## src/rtl/frq_period_meter.sv

```systemverilog
// ============================================================================
// Module   : frq_period_meter
// Brief    : Measures period and high time of an asynchronous square wave in
//            clk cycles, with a per-period valid strobe and stall timeout.
//            Optional macro LOG2_DECODE_EN enables the sel_code log2 decoder.
// Revision : 1.0  initial release
// ============================================================================
`default_nettype none

module frq_period_meter #(
    parameter int CNT_W       = 24,
    parameter int SYNC_STAGES = 2
) (
    input  logic             clk,
    input  logic             reset,
    input  logic             enable,
    input  logic             sig_in,
    output logic [CNT_W-1:0] period,
    output logic [CNT_W-1:0] high_time,
    output logic             period_valid,
    output logic             timeout,
    output logic             busy,
    output logic [4:0]       sel_code
);

    localparam logic [CNT_W-1:0] CNT_MAX = '1;
    localparam logic [CNT_W-1:0] CNT_ONE = {{(CNT_W-1){1'b0}}, 1'b1};

    typedef enum logic [1:0] {
        IDLE    = 2'd0,
        ARM     = 2'd1,
        MEASURE = 2'd2,
        TIMEOUT = 2'd3
    } state_t;

    state_t                   state;
    state_t                   state_nxt;
    logic [SYNC_STAGES-1:0]   sync_ff;
    logic                     s_lvl;
    logic                     s_lvl_d;
    logic                     rise;
    logic [CNT_W-1:0]         cnt;
    logic [CNT_W-1:0]         hcnt;
    logic [CNT_W-1:0]         hcnt_inc;

    // ------------------------------------------------------------------
    // Input synchronizer and rising-edge detect
    // ------------------------------------------------------------------
    always_ff @(posedge clk or posedge reset) begin
        if (reset) begin
            sync_ff <= '0;
            s_lvl_d <= 1'b0;
        end else begin
            sync_ff <= {sync_ff[SYNC_STAGES-2:0], sig_in};
            s_lvl_d <= s_lvl;
        end
    end

    assign s_lvl    = sync_ff[SYNC_STAGES-1];
    assign rise     = s_lvl & ~s_lvl_d;
    assign hcnt_inc = hcnt + {{(CNT_W-1){1'b0}}, s_lvl};

    // ------------------------------------------------------------------
    // State machine
    // ------------------------------------------------------------------
    always_ff @(posedge clk or posedge reset) begin
        if (reset) begin
            state <= IDLE;
        end else begin
            state <= state_nxt;
        end
    end

    always_comb begin
        state_nxt = state;
        busy      = (state == ARM) || (state == MEASURE);
        if (!enable) begin
            state_nxt = IDLE;
        end else begin
            case (state)
                IDLE:    state_nxt = ARM;
                ARM:     if (rise) state_nxt = MEASURE;
                MEASURE: if (!rise && (cnt == CNT_MAX)) state_nxt = TIMEOUT;
                TIMEOUT: if (rise) state_nxt = MEASURE;
                default: state_nxt = IDLE;
            endcase
        end
    end

    // ------------------------------------------------------------------
    // Counters and result registers
    // ------------------------------------------------------------------
    always_ff @(posedge clk or posedge reset) begin
        if (reset) begin
            cnt          <= '0;
            hcnt         <= '0;
            period       <= '0;
            high_time    <= '0;
            period_valid <= 1'b0;
            timeout      <= 1'b0;
        end else begin
            period_valid <= 1'b0;
            if (!enable) begin
                // A rise coinciding with the enable drop is discarded here.
                cnt     <= '0;
                hcnt    <= '0;
                timeout <= 1'b0;
            end else begin
                case (state)
                    ARM, TIMEOUT: begin
                        if (rise) begin
                            cnt     <= '0;
                            hcnt    <= CNT_ONE;
                            timeout <= 1'b0;
                        end
                    end
                    MEASURE: begin
                        if (rise) begin
                            period       <= (cnt == CNT_MAX) ? CNT_MAX : cnt + CNT_ONE;
                            high_time    <= hcnt;
                            period_valid <= 1'b1;
                            cnt          <= '0;
                            hcnt         <= CNT_ONE;
                        end else begin
                            if (cnt != CNT_MAX) begin
                                cnt <= cnt + CNT_ONE;
                            end else begin
                                timeout <= 1'b1;
                            end
                            if (hcnt != CNT_MAX) begin
                                hcnt <= hcnt_inc;
                            end
                        end
                    end
                    default: begin
                        cnt  <= '0;
                        hcnt <= '0;
                    end
                endcase
            end
        end
    end

    // ------------------------------------------------------------------
    // Optional floor(log2(period)) decoder
    // ------------------------------------------------------------------
`ifdef LOG2_DECODE_EN
    always_comb begin
        sel_code = 5'd0;
        for (int i = 0; (i < CNT_W) && (i < 32); i++) begin
            if (period[i]) begin
                sel_code = i[4:0];
            end
        end
    end
`else
    assign sel_code = 5'd0;
`endif

endmodule

`default_nettype wire

```

## config.mk

```make
export PLATFORM = sky130hd
export DESIGN_NAME = frq_period_meter
export DESIGN_NICKNAME = d
export VERILOG_FILES = /design/src/rtl/frq_period_meter.sv
export SDC_FILE = /design/constraint.sdc
export NUM_CORES = 1
export LEC_CHECK = 0
export ABC_AREA = 1
export CORE_MARGIN = 2
export CORE_UTILIZATION = 45
export CTS_BUF_LIST = sky130_fd_sc_hd__clkbuf_4
export DETAILED_ROUTE_END_ITERATION = 16
export PLACE_DENSITY = 0.65
export SLEW_MARGIN = 20
export SYNTH_ARGS = -nofsm -noshare
export SYNTH_HDL_FRONTEND = slang
export SYNTH_SLANG_ARGS = --single-unit
```

## constraint.sdc

```tcl
create_clock -name clk -period 10.9 [get_ports clk]
set_clock_uncertainty 0.2 [all_clocks]
set_input_delay 2.18 -clock clk [delete_from_list [all_inputs] [get_ports clk]]
set_output_delay 2.18 -clock clk [all_outputs]
set_load 0.005 [all_outputs]
```

# == Word level (Yosys, flattened, before mapping) ==
# Index checks and enable logic that the tools add are counted.
# classes
bitwise_logic,2
n_eq_ne,13
add_sub_neg,2
reduce_logical,10
n_mux,23
# op_table
cell,n
24-bit 2-to-1 mux,9
24-bit case mux with 2 select lines,2
24-bit inequality test (second input constant),2
24-bit by 1-bit adder with 24-bit output,1
24-bit by 1-bit adder with 24-bit output (second input constant),1
24-bit == test (second input constant),1
3-bit by 2-bit inequality test with 1-bit output (second input constant),3
4-bit by 3-bit inequality test with 1-bit output (second input constant),2
1-bit 2-to-1 mux,7
2-bit 2-to-1 mux,3
3-bit inequality test (second input constant),2
2-bit case mux with 3 select lines,1
2-bit AND reduction,3
2-bit == test (second input constant),2
4-bit AND reduction,1
3-bit AND reduction,1
2-bit by 1-bit == test with 1-bit output (second input constant),1
2-bit zero test,1
1-bit case mux with 2 select lines,1
2-bit OR reduction,1
1-bit AND,1
1-bit logical AND,1
1-bit zero test,1
1-bit logical OR,1
1-bit inverter,1
# totals
reg_bits,103
wordCells,59

# == Longest topological paths before layout ==
# logic_depth
ltp_word,7
ltp_mapped,13
ltp_nobuf,13

# == Worst setup path after synthesis ==
# OpenSTA, ideal clock, no wires.
# synth_path
path_kind,input-to-reg
startpoint,input port enable
endpoint,register hcnt[15]
path_stages,10
path_slack_ps,7477
n_path_buf,1
arrival_time_ps,3110
cell_sequence,nand2_2 -> a21oi_4 -> nand2_1 -> nor2_2 -> nand2_2 -> nand2_4 -> buf_6 -> o21ai_0 -> nand2_1 -> inv_1
# synth_via
elab_chain_len,2
elab_cells_between_ends,4
# synth_lines
element,line_no,source
"start, declared",16,"input logic enable,"
4-bit by 3-bit inequality test with 1-bit output (no source line) or 3-bit by 2-bit inequality test with 1-bit output (tied branches),n/a,
2-bit AND reduction (no source line),n/a,
"end signal, assigned",131,hcnt <= hcnt_inc;
"end, declared",43,logic [CNT_W-1:0] hcnt;
# Parallel ways exist; a longest one is shown, timed or not.
# A chain may end at the register's enable or synchronous reset.

# == Final worst setup path ==
# layout_path
startpoint,register state[0]
endpoint,output port busy
# layout_via
elab_chain_len,2
elab_cells_between_ends,3
# layout_lines
element,line_no,source
"start, declared",36,state_t state;
"start signal, assigned",70,state <= state_nxt;
2-bit by 1-bit == test with 1-bit output or 2-bit == test (tied branches),76,busy = (state == ARM) || (state == MEASURE);
1-bit logical OR (*),76,
"end, declared",22,"output logic busy,"
# Every way passes the cells marked *; elsewhere a longest branch is shown, timed or not.

==> results.md <==
* Status: finished clean
* Ys async rst share at 100.0%
* First-pass GRT wire length at 20150 um
* Die height at 112.4 um
* Post-CTS setup buffers at 0
* Clock root buffer master: clkbuf_4
* Hold Path Class: reg2reg
* R2r startpoint: cnt[0]
* Mean post-synth cell area at 7.916 um2
* Post-DP HPWL at 8399 um
* Htree depth at 3
* Arr. time, crit path at 1.75 ns
* Critical-path top delay cell: clkdlybuf4s50_1
* CP Launch Type: register
* Nets@finish at 731
* Top Ports at 60
* Crit path max-delay family: buffers and inverters
* Warnings, synthesis at 0
* CTS clk-pin slew, worst paths at 0.15 ns
* Fin crit share at 37.88%
* CP peak stage delay at 0.49 ns
* Cell variety after synth at 37
* DRC at 0
* Routed wire length at 11680 um
* Top post-synthesis cells by count: nand2_1 (184), dfrtp_1 (103), nor2_1 (95), inv_1 (74), o21ai_0 (41)
* Std-Cell Rows at 39
* Drt pass-1 iters at 5
* Layout area overhead at 14.36%
* Fmax achieved at 242.2 MHz
* Crit end category: output port
* GPL Wtd Cong at 0.9222
* Count of maximum capacitance violations at 0
* Vias in the first global route at 4203
* Synth area leaders: dfrtp_1 (49%), nand2_1 (13%), nor2_1 (6.7%)
* P per Cell Area at 150.8 mW/mm2
* GRT Util Overall at 19.55%
* Total area of sequential cells at 0.002577 mm2
* RSZ-0062 raised after global routing: no
* Setup crit start: state[0]
* Number of flops mapped to enable cells by yosys at 0
* Max-slew violation count at 0
* Leading area contributor after synthesis: dfrtp_1
* Total number of vias at 4408
* Final hold viol count at 0
* Largest family of logic cells by synthesized area: simple AND/OR/NAND/NOR gates
* Post-CTS Hold Fix Bufs at 0
* WHS at 0.1680 ns
* Global route overflow at 0
* Resize count post-CTS at 0
* Worst EP required at 8.52 ns
* Share of cells above drive strength 1 at 6.759%
* Mapped cell area at 0.005288 mm2
* Post-synthesis simple-gate area fraction at 28.92%
* Core area at 0.01147 mm2
* Multi-input gate area at 0.002291 mm2
* Worst Slack Setup Final at 6.771 ns
* CTS buffer count at 9
* Worst IR Drop VDD at 0.00007547 V
* WL/cell at 13.45 um
* Slew headroom at 40.21%
* Setup-failing EPs final at 0
* Maximum fanout along the worst path at 4
* Post-synthesis compound-gate area fraction at 9.536%
* Synth Area in XOR/XNOR at 2.816%
* Crit path cell chain: inv_1, ha_1, clkdlybuf4s50_1
* Post-synthesis sequential element count at 103
* Worst-Margin Slew at 0.8944 ns
* FILL cells at 1112
* Mux cell area share after synthesis at 0%
* Port Buffers at 54
* Vias/cell at 5.078
* Die Footprint at 0.01263 mm2
* Worst Path Buf+Inv at 2
* Post-route ant nets at 0
* Leak at 2.640 nW
* Antenna Cells at 0
* TritonCTS clock tree: built
* CTS sink count at 103
* Initial core utilization at 46.11%
* Setup WS pre-CTS at 6.356 ns
* Largest net degree at the start of global routing at 69
* Maximum clock insertion buffer count at 2
* Total negative slack at 0 ns
* Clock Latency Late Sink at 0.47 ns
* Min-delay src: sync_ff[0]
* Setup CP Type: reg2out
* Synth Flop Type: dfrtp_1
* Fin crit period at 4.129 ns
* Sequential area share after synthesis at 48.75%
* Synth Instances at 668
* Adder-cell share of the synthesized area at 1.656%
* Initial antenna violation count at 0
* Yosys top cell area share at 48.75%
* Count leader, synth: nand2_1
* DRT iter0 DRCs at 359
* Die W at 112.4 um
## metal layers
| metal | vias up | track usage, % | wire [um] |
|---|---|---|---|
| li1 | 2192 | - | - |
| met1 | 2088 | 29.02 | 5727 |
| met2 | 113 | 29.84 | 5214 |
| met3 | 15 | 2.700 | 552 |
| met4 | 0 | 6.423 | 182 |
| met5 | - | 0 | 0 |
## power breakdown
| part | switching [mW] | internal, mW | leakage, nW | total (mW) |
|---|---|---|---|---|
| Sequential | 0.0312 | 0.434 | 1.39 | 0.465 |
| Clock | 0.126 | 0.0721 | 0.0758 | 0.198 |
| Combinational | 0.120 | 0.128 | 1.18 | 0.248 |
| Total | 0.278 | 0.634 | 2.64 | 0.912 |
## state kept, by name (all words and copies together), names as in the netlist
| register | flops |
|---|---|
| cnt | 24 |
| hcnt | 24 |
| s_lvl_d | 1 |
| high_time | 24 |
| sync_ff | 2 |
| timeout | 1 |
| period_valid | 1 |
| period | 24 |
| state | 2 |
## per-stage QoR
step	total power [mW]	utilization, %	instances	instance area (um2)
6_report	0.9116	52.73	868	6047
5_1_grt	0.9723	52.73	868	6047
4_1_cts	0.9250	52.73	868	6047
3_3_place_gp	0.7175	51.55	852	5912
2_1_floorplan	0.5972	-	672	5303
3_5_place_dp	0.7251	51.55	852	5912
## final timing paths
| kind | to | slack, ns | cells past startpoint |
|---|---|---|---|
| min reg2reg | sync_ff[1] | 0.17 | 0 |
| max in group asynchronous | state[0] | 7.44 | 3 |
| min | sync_ff[1] | 0.17 | 0 |
| min in group asynchronous | period[5] | 1.86 | 2 |
| max reg2reg | cnt[22] | 8.29 | 10 |
| max | busy | 6.77 | 3 |
## cell usage in the layout, fill, tap and decap left out, types with 2 or more instances in the layout
cell               n
xnor2_1            4
inv_4              2
ha_1               7
conb_1             5
buf_4              2
dfrtp_1          103
o21ai_4            2
clkinv_1           2
nand4_1           14
nor2_4             2
nand3_4            2
clkdlybuf4s50_1   54
nor2_2             3
nand2_2            4
clkbuf_4          10
nor4_1             2
a21oi_1           22
nand2_1          184
inv_1             73
nand3_1           25
o21ai_0           41
a21oi_2            5
xor2_1            13
nand3b_1           3
nor3_1            11
inv_2              6
o21ai_1           17
nor2_1            94
## cells by family (layout without fill, tap and decap cells)
logic type	Yosys count	in the layout
other	1	5
flip-flops	103	103
buffers and inverters	100	153
AO/OA/AOI/OAI	89	89
adder cells (fa/ha/maj)	7	7
XOR/XNOR	17	17
AND/OR/NAND/NOR	351	351
## final cells by class
cell class                 count  share of cell area (%)
timing repair buffer          56                   9.187
sequential                   103                   42.62
tap                          143                   2.959
inverter                      81                   5.111
clock buffer                  10                   1.241
multi-input combinational    469                   37.89
clock inverter                 6                  0.9932
No activity file was read; power rests on OpenSTA's default activity.
